==> src/rtl/mem_ctrl.sv <==
// mem_ctrl: byte-wide arbiter between the IF and MEM request ports and the
// single external RAM/IO port. MEM has strict priority and preempts IF.
// The RAM returns read data one cycle after the address. A registered tag
// steers that byte back to the port that issued the read.
// Optional feature macro: MEMCTRL_IO_STALL_EN. When it is defined, a MEM
// write to IO space is held back while the IO output buffer is full.
module mem_ctrl #(
    parameter int unsigned ADDR_W     = 32,
    parameter logic [1:0]  IO_BASE_HI = 2'b11
) (
    input  logic              clk,
    input  logic              rst,
    input  logic              if_req_i,
    input  logic [ADDR_W-1:0] if_addr_i,
    output logic [7:0]        if_data_o,
    output logic              if_valid_o,
    output logic              if_abort_o,
    output logic              stall_if_o,
    input  logic              mem_req_i,
    input  logic              mem_we_i,
    input  logic [ADDR_W-1:0] mem_addr_i,
    input  logic [7:0]        mem_wdata_i,
    output logic [7:0]        mem_rdata_o,
    output logic              mem_valid_o,
    output logic              mem_gnt_o,
    input  logic [7:0]        mem_din,
    output logic [7:0]        mem_dout,
    output logic [ADDR_W-1:0] mem_a,
    output logic              mem_wr,
    input  logic              io_buffer_full
);

    typedef enum logic [1:0] {
        ST_IDLE,
        ST_IF_OWN,
        ST_MEM_OWN
    } state_e;

    typedef enum logic [1:0] {
        TAG_NONE,
        TAG_IF,
        TAG_MEM
    } tag_e;

    state_e     state_q, state_d;
    state_e     owner;
    tag_e       rd_tag_q, rd_tag_d;
    logic [7:0] if_hold_q, if_hold_d;
    logic [7:0] mem_hold_q, mem_hold_d;
    logic       io_hold;

`ifdef MEMCTRL_IO_STALL_EN
    // A MEM write to IO space is held while the IO buffer is full. IO reads are never held.
    assign io_hold = mem_req_i & mem_we_i & (mem_addr_i[17:16] == IO_BASE_HI) & io_buffer_full;
`else
    logic unused_io_buffer_full;
    assign unused_io_buffer_full = io_buffer_full;
    assign io_hold               = 1'b0;
`endif

    // State, read tag and data hold registers
    always_ff @(posedge clk) begin
        if (rst) begin
            state_q    <= ST_IDLE;
            rd_tag_q   <= TAG_NONE;
            if_hold_q  <= '0;
            mem_hold_q <= '0;
        end else begin
            state_q    <= state_d;
            rd_tag_q   <= rd_tag_d;
            if_hold_q  <= if_hold_d;
            mem_hold_q <= mem_hold_d;
        end
    end

    // Next state: this cycle's port owner. A held IO write keeps IF off the port.
    always_comb begin
        owner = ST_IDLE;
        if (rst) begin
            owner = ST_IDLE;
        end else if (io_hold) begin
            owner = ST_IDLE;
        end else if (mem_req_i) begin
            owner = ST_MEM_OWN;
        end else if (if_req_i) begin
            owner = ST_IF_OWN;
        end
        state_d = owner;

        rd_tag_d = TAG_NONE;
        case (owner)
            ST_IF_OWN:  rd_tag_d = TAG_IF;
            ST_MEM_OWN: rd_tag_d = mem_we_i ? TAG_NONE : TAG_MEM;
            default:    rd_tag_d = TAG_NONE;
        endcase
    end

    // Outputs: RAM drive from the owner, read return steering, abort and stall
    always_comb begin
        mem_a       = '0;
        mem_wr      = 1'b0;
        mem_dout    = '0;
        mem_gnt_o   = 1'b0;
        case (owner)
            ST_MEM_OWN: begin
                mem_a     = mem_addr_i;
                mem_wr    = mem_we_i;
                mem_dout  = mem_wdata_i;
                mem_gnt_o = 1'b1;
            end
            ST_IF_OWN: begin
                mem_a = if_addr_i;
            end
            default: begin
                mem_a = '0;
            end
        endcase

        stall_if_o  = !rst && mem_req_i;
        if_abort_o  = !rst && (state_q == ST_IF_OWN) && if_req_i && mem_req_i;

        // The IF byte returning in an abort cycle belongs to the fetch being restarted: drop it.
        if_valid_o  = !rst && (rd_tag_q == TAG_IF) && !if_abort_o;
        mem_valid_o = !rst && (rd_tag_q == TAG_MEM);

        if_hold_d   = if_valid_o ? mem_din : if_hold_q;
        mem_hold_d  = mem_valid_o ? mem_din : mem_hold_q;

        if_data_o   = rst ? '0 : if_hold_d;
        mem_rdata_o = rst ? '0 : mem_hold_d;
    end

endmodule
==> config.mk <==
export PLATFORM = sky130hd
export DESIGN_NAME = mem_ctrl
export DESIGN_NICKNAME = d
export VERILOG_FILES = /design/src/rtl/mem_ctrl.sv
export SDC_FILE = /design/constraint.sdc
export NUM_CORES = 1
export LEC_CHECK = 0
export ABC_AREA = 1
export ABC_CLOCK_PERIOD_IN_PS = 1700
export BUFFER_PORTS_ARGS = -buffer_cell sky130_fd_sc_hd__buf_2
export CORE_MARGIN = 2
export CORE_UTILIZATION = 32
export CTS_BUF_LIST = sky130_fd_sc_hd__clkbuf_8
export DETAILED_ROUTE_END_ITERATION = 10
export GPL_ROUTABILITY_DRIVEN = 0
export PLACE_DENSITY = 0.8
export SYNTH_ARGS = -nofsm -noshare
export SYNTH_HDL_FRONTEND = slang
export SYNTH_SLANG_ARGS = --single-unit
export TNS_END_PERCENT = 5
==> constraint.sdc <==
create_clock -name clk -period 1.7 [get_ports clk]
set_clock_uncertainty 0.1 [all_clocks]
set_input_delay 0.34 -clock clk [delete_from_list [all_inputs] [get_ports clk]]
set_output_delay 0.34 -clock clk [all_outputs]
set_load 0.05 [all_outputs]
After elaboration in Yosys (flattened, before gate mapping)
Cells that the tools add are included.
W data, S select, Z words.

cells by class
  equality and inequality tests = 5
  multiplexer cells = 13
  reductions and logical operators = 9

operator list
  kind                  count
  $pmux W32 S2          1
  $mux W8               5
  $logic_and A1 B1 Y1   7
  $eq A2 B1 Y1 const B  3
  $mux W2               3
  $eq A2 B2 Y1 const B  2
  $pmux W2 S2           1
  $mux W1               3
  $logic_not A1 Y1      2

storage, ports and cells
  bits in registers = 20
  input bits = 86
  output and inout port bits = 62
  word-level logic and storage cells = 31

Logic depth before layout (Yosys ltp)
  depth after elaboration = 8
  depth in mapped cells = 8
  mapped depth without buffers = 6

Least setup slack after synthesis
No wires, ideal clock.

  path type = in2out
  from = in mem_req_i
  to = out mem_a[10]
  arrival = 2.538 ns
  data required time = 1.260 ns
  setup slack = -1.278 ns
  stages = 7
  buffers on the path = 2
  path through = inv_1 > nor2_4 > ha_1 > clkbuf_1 > buf_2 > nand2_1 > a21oi_1

on the way
  longest elaborated chain between the ends = 4
  elaborated cells on any way between the ends = 5
  classes of those cells = 2 x eq/ne; 3 x mux

ends and longest elaborated chain
  element                                       RTL line  RTL
  start: declaration                            19        input logic mem_req_i,
  $mux W2 (*)                                   83        end else if (mem_req_i) begin
  $mux W2 (*)                                   79        if (rst) begin
  $eq A2 B1 Y1 or $eq A2 B2 Y1 (tied branches)  104       case (owner)
  $pmux W32 S2 (*)                              104
  end: declaration                              28        output logic [ADDR_W-1:0] mem_a,

Every way passes the cells marked *; elsewhere a longest branch is shown, timed or not.

Final worst setup path
  from = in mem_req_i
  to = out mem_a[8]

on the way
  longest elaborated chain between the ends = 4
  elaborated cells on any way between the ends = 5
  classes of those cells = 2 x eq/ne; 3 x mux

ends and longest elaborated chain
  element                                       RTL line  RTL
  $mux W2 (*)                                   83
  $mux W2 (*)                                   79
  via owner[0]                                  46        state_e owner;
  $eq A2 B1 Y1 or $eq A2 B2 Y1 (tied branches)  104
  $pmux W32 S2 (*)                              104

The timed path passes the listed nets; every way through them passes the cells marked *.

==> impl_metrics.ini <==
[sta]
slew_headroom = 0.832
fin_ws_ns = -0.341
hold_viol_final = 0
holdWs_ns = 0.157
setup_viol = 59
fmax_mhz = 490
maxSlewViolCount = 0
tightest_slew_ns = 0.253
post-route-min-period_ns = 2.04
rsz0062_at_grt = yes
layout_worst_path_cycle_share = 1.20

[routing]
routedWlPerCell_um = 18.1
met2WireLength_um = 4460
top_layer = met4
route.met3.wl_um = 615
drt-pass1-iter-count = 4
num_vias = 2333
viasPerCell = 5.13
wirelength_um = 8230
drt-initial-drc-count = 89
routedLengthMet1_um = 2730
ant_nets = 0
drc_errors = 0

[die]
die_height_um = 70.1
rows = 24
io_pins = 148
start_util = 0.325
die_w_um = 70.1
dieArea_um2 = 4910
core_area_um2 = 4290

[finish]
area_delta_synth_final_pct = 168
final_cell_mix = buf_2, buf_6, nand2_1, a21oi_4, nand2_4
final_common_cell = buf_2
insertedDiodeCount = 0
nets = 493
drive_above_1_share = 0.722

[global_routing]
grt_usage = 0.290
antenna_found_initial = 0
grt_max_degree = 18
grt_overflow = 0
grt_pass1_wl_um = 11400
grt_pass1_vias = 2355

[clock_network]
clk_pin_slew_ns = 0.07
htreeDepth = 1
cts_root_buf = clkbuf_8
clkSinkCount = 20
cts_tree = done
cts_buffers = 3
clock_path_buffers = 2
insertion_delay_ns = 0.26
cts_hold_buf = 0

[outcome]
violations = negative setup slack
outcome = finished, violations left

[synth]
synth.avg_cell_area_um2 = 6.00
synth_top_area_cell = dfxtp_1
synth_fp_nets = 322
seq_area_frac_synth = 0.286
yosys-top-cells-area = dfxtp_1, nand2_1, a21oi_1, inv_1, o21ai_0
synth_seq_cells = 20
syn-cell-area_um2 = 1400
ys.warnings.count = 0
yosysTopAreaCellShare = 0.286
synth.distinct_cells = 21
synthCells = 233

[critical_path]
worst_path_largest_cell_delay_ns = 0.19
cp-start-kind = input port
cp_common_cell = buf_6
critPathRequiredTime_ns = 1.26
worst-path-max-fanout = 16
crit_path_cell_trace = buf_8 -> nor3_4 -> buf_6 -> ha_4 -> buf_12 -> nand2_1 -> a21oi_4 -> buf_6
critPathKind = in2out
end_kind = primary output
slowest_stage = nor3_4
worst_ep_arrival_time_ns = 1.60

[pwr]
power.leakage_nw = 1.77
irDropWorstVdd_v = 0.000569
power_density_nw_per_um2 = 444
total_power_mw = 1.66

[flow_run]
drv_cap = 0

[placement]
hpwl_um = 4340
io_buffers = 146

[min_path]
hp-class = in2reg
==> repair_timing <==
item / CTS / global route
setup endpoints to repair: 60 / 61
cloned: 3 / 2
setup buffers: 3 / 0
pin swaps: 6 / 4
endpoints found under the hold margin: 0 / 0
resized for setup: 159 / 39
==> synthesized netlist by cell type, drive strengths merged <==
cell type / count
a21oi: 48
buf: 7
clkbuf: 9
dfxtp: 20
ha: 3
inv: 27
nand2: 84
nand3: 9
nor2: 13
nor3: 5
o21ai: 8
==> per-layer routing <==
layer | vias up | global-route usage
li1 | 1074 | -
met1 | 1086 | 0.302
met2 | 132 | 0.567
met3 | 41 | 0.0534
met4 | 0 | 0.107
met5 | - | 0
==> power by group <==
part,switching [mW],internal (mW)
sequential,0.00369,0.477
clock,0.153,0.206
combinational,0.475,0.349
total,0.632,1.03
==> worst paths after layout <==
check | startpoint | end | slack [ns] | depth (start not counted)
worst max-delay path | mem_req_i | mem_a[8] | -0.34 | 8
worst max register to register | state_q[0]$_SDFF_PP0_ | if_hold_q[1]$_DFF_P_ | 0.49 | 6
worst min register to register | if_hold_q[4]$_DFF_P_ | if_hold_q[4]$_DFF_P_ | 0.41 | 2
worst min-delay path | mem_req_i | state_q[0]$_SDFF_PP0_ | 0.16 | 2
==> final cells by class <==
class | count | area (um^2)
Timing Repair Buffer | 181 | 1620
Multi-Input combinational cell | 171 | 1480
Tap cell | 52 | 65.1
Sequential cell | 20 | 405
Clock buffer | 4 | 55.1
Fill cell | 204 | 549
Inverter | 27 | 119
==> critical path: cells and delay by family <==
family                     cells  cell delay [ns]
AOI/OAI and AO/OA              1             0.18
adders and majority gates      1             0.17
buffers and inverters          4             0.57
and+or+nand+nor                2             0.33
==> cells by family after synthesis <==
kind of cell | count (synthesis) | synth area share
compound gates | 56 | 0.201
flops | 20 | 0.286
fa+ha+maj | 3 | 0.0269
simple gates | 111 | 0.345
buf+inv | 43 | 0.141
==> state kept, by name, summed over array words and instances, names as in the netlist <==
| signal | count |
|---|---|
| mem_hold_q | 8 |
| if_hold_q | 8 |
| state_q | 2 |
| rd_tag_q | 2 |
==> stage by stage <==
stage | setup TNS, ns | utilization | worst slack, ns | cell area [um^2] | cells
floorplan | -29.30 | - | -0.501 | 2030 | 233
global placement | -19.44 | 0.679 | -0.401 | 2920 | 443
detailed placement | -20.79 | 0.679 | -0.439 | 2920 | 443
CTS | -13.31 | 0.826 | -0.308 | 3550 | 453
global route | -17.45 | 0.872 | -0.375 | 3740 | 455
finish | -14.49 | 0.872 | -0.341 | 3740 | 455
(Power assumes the default switching activity.)
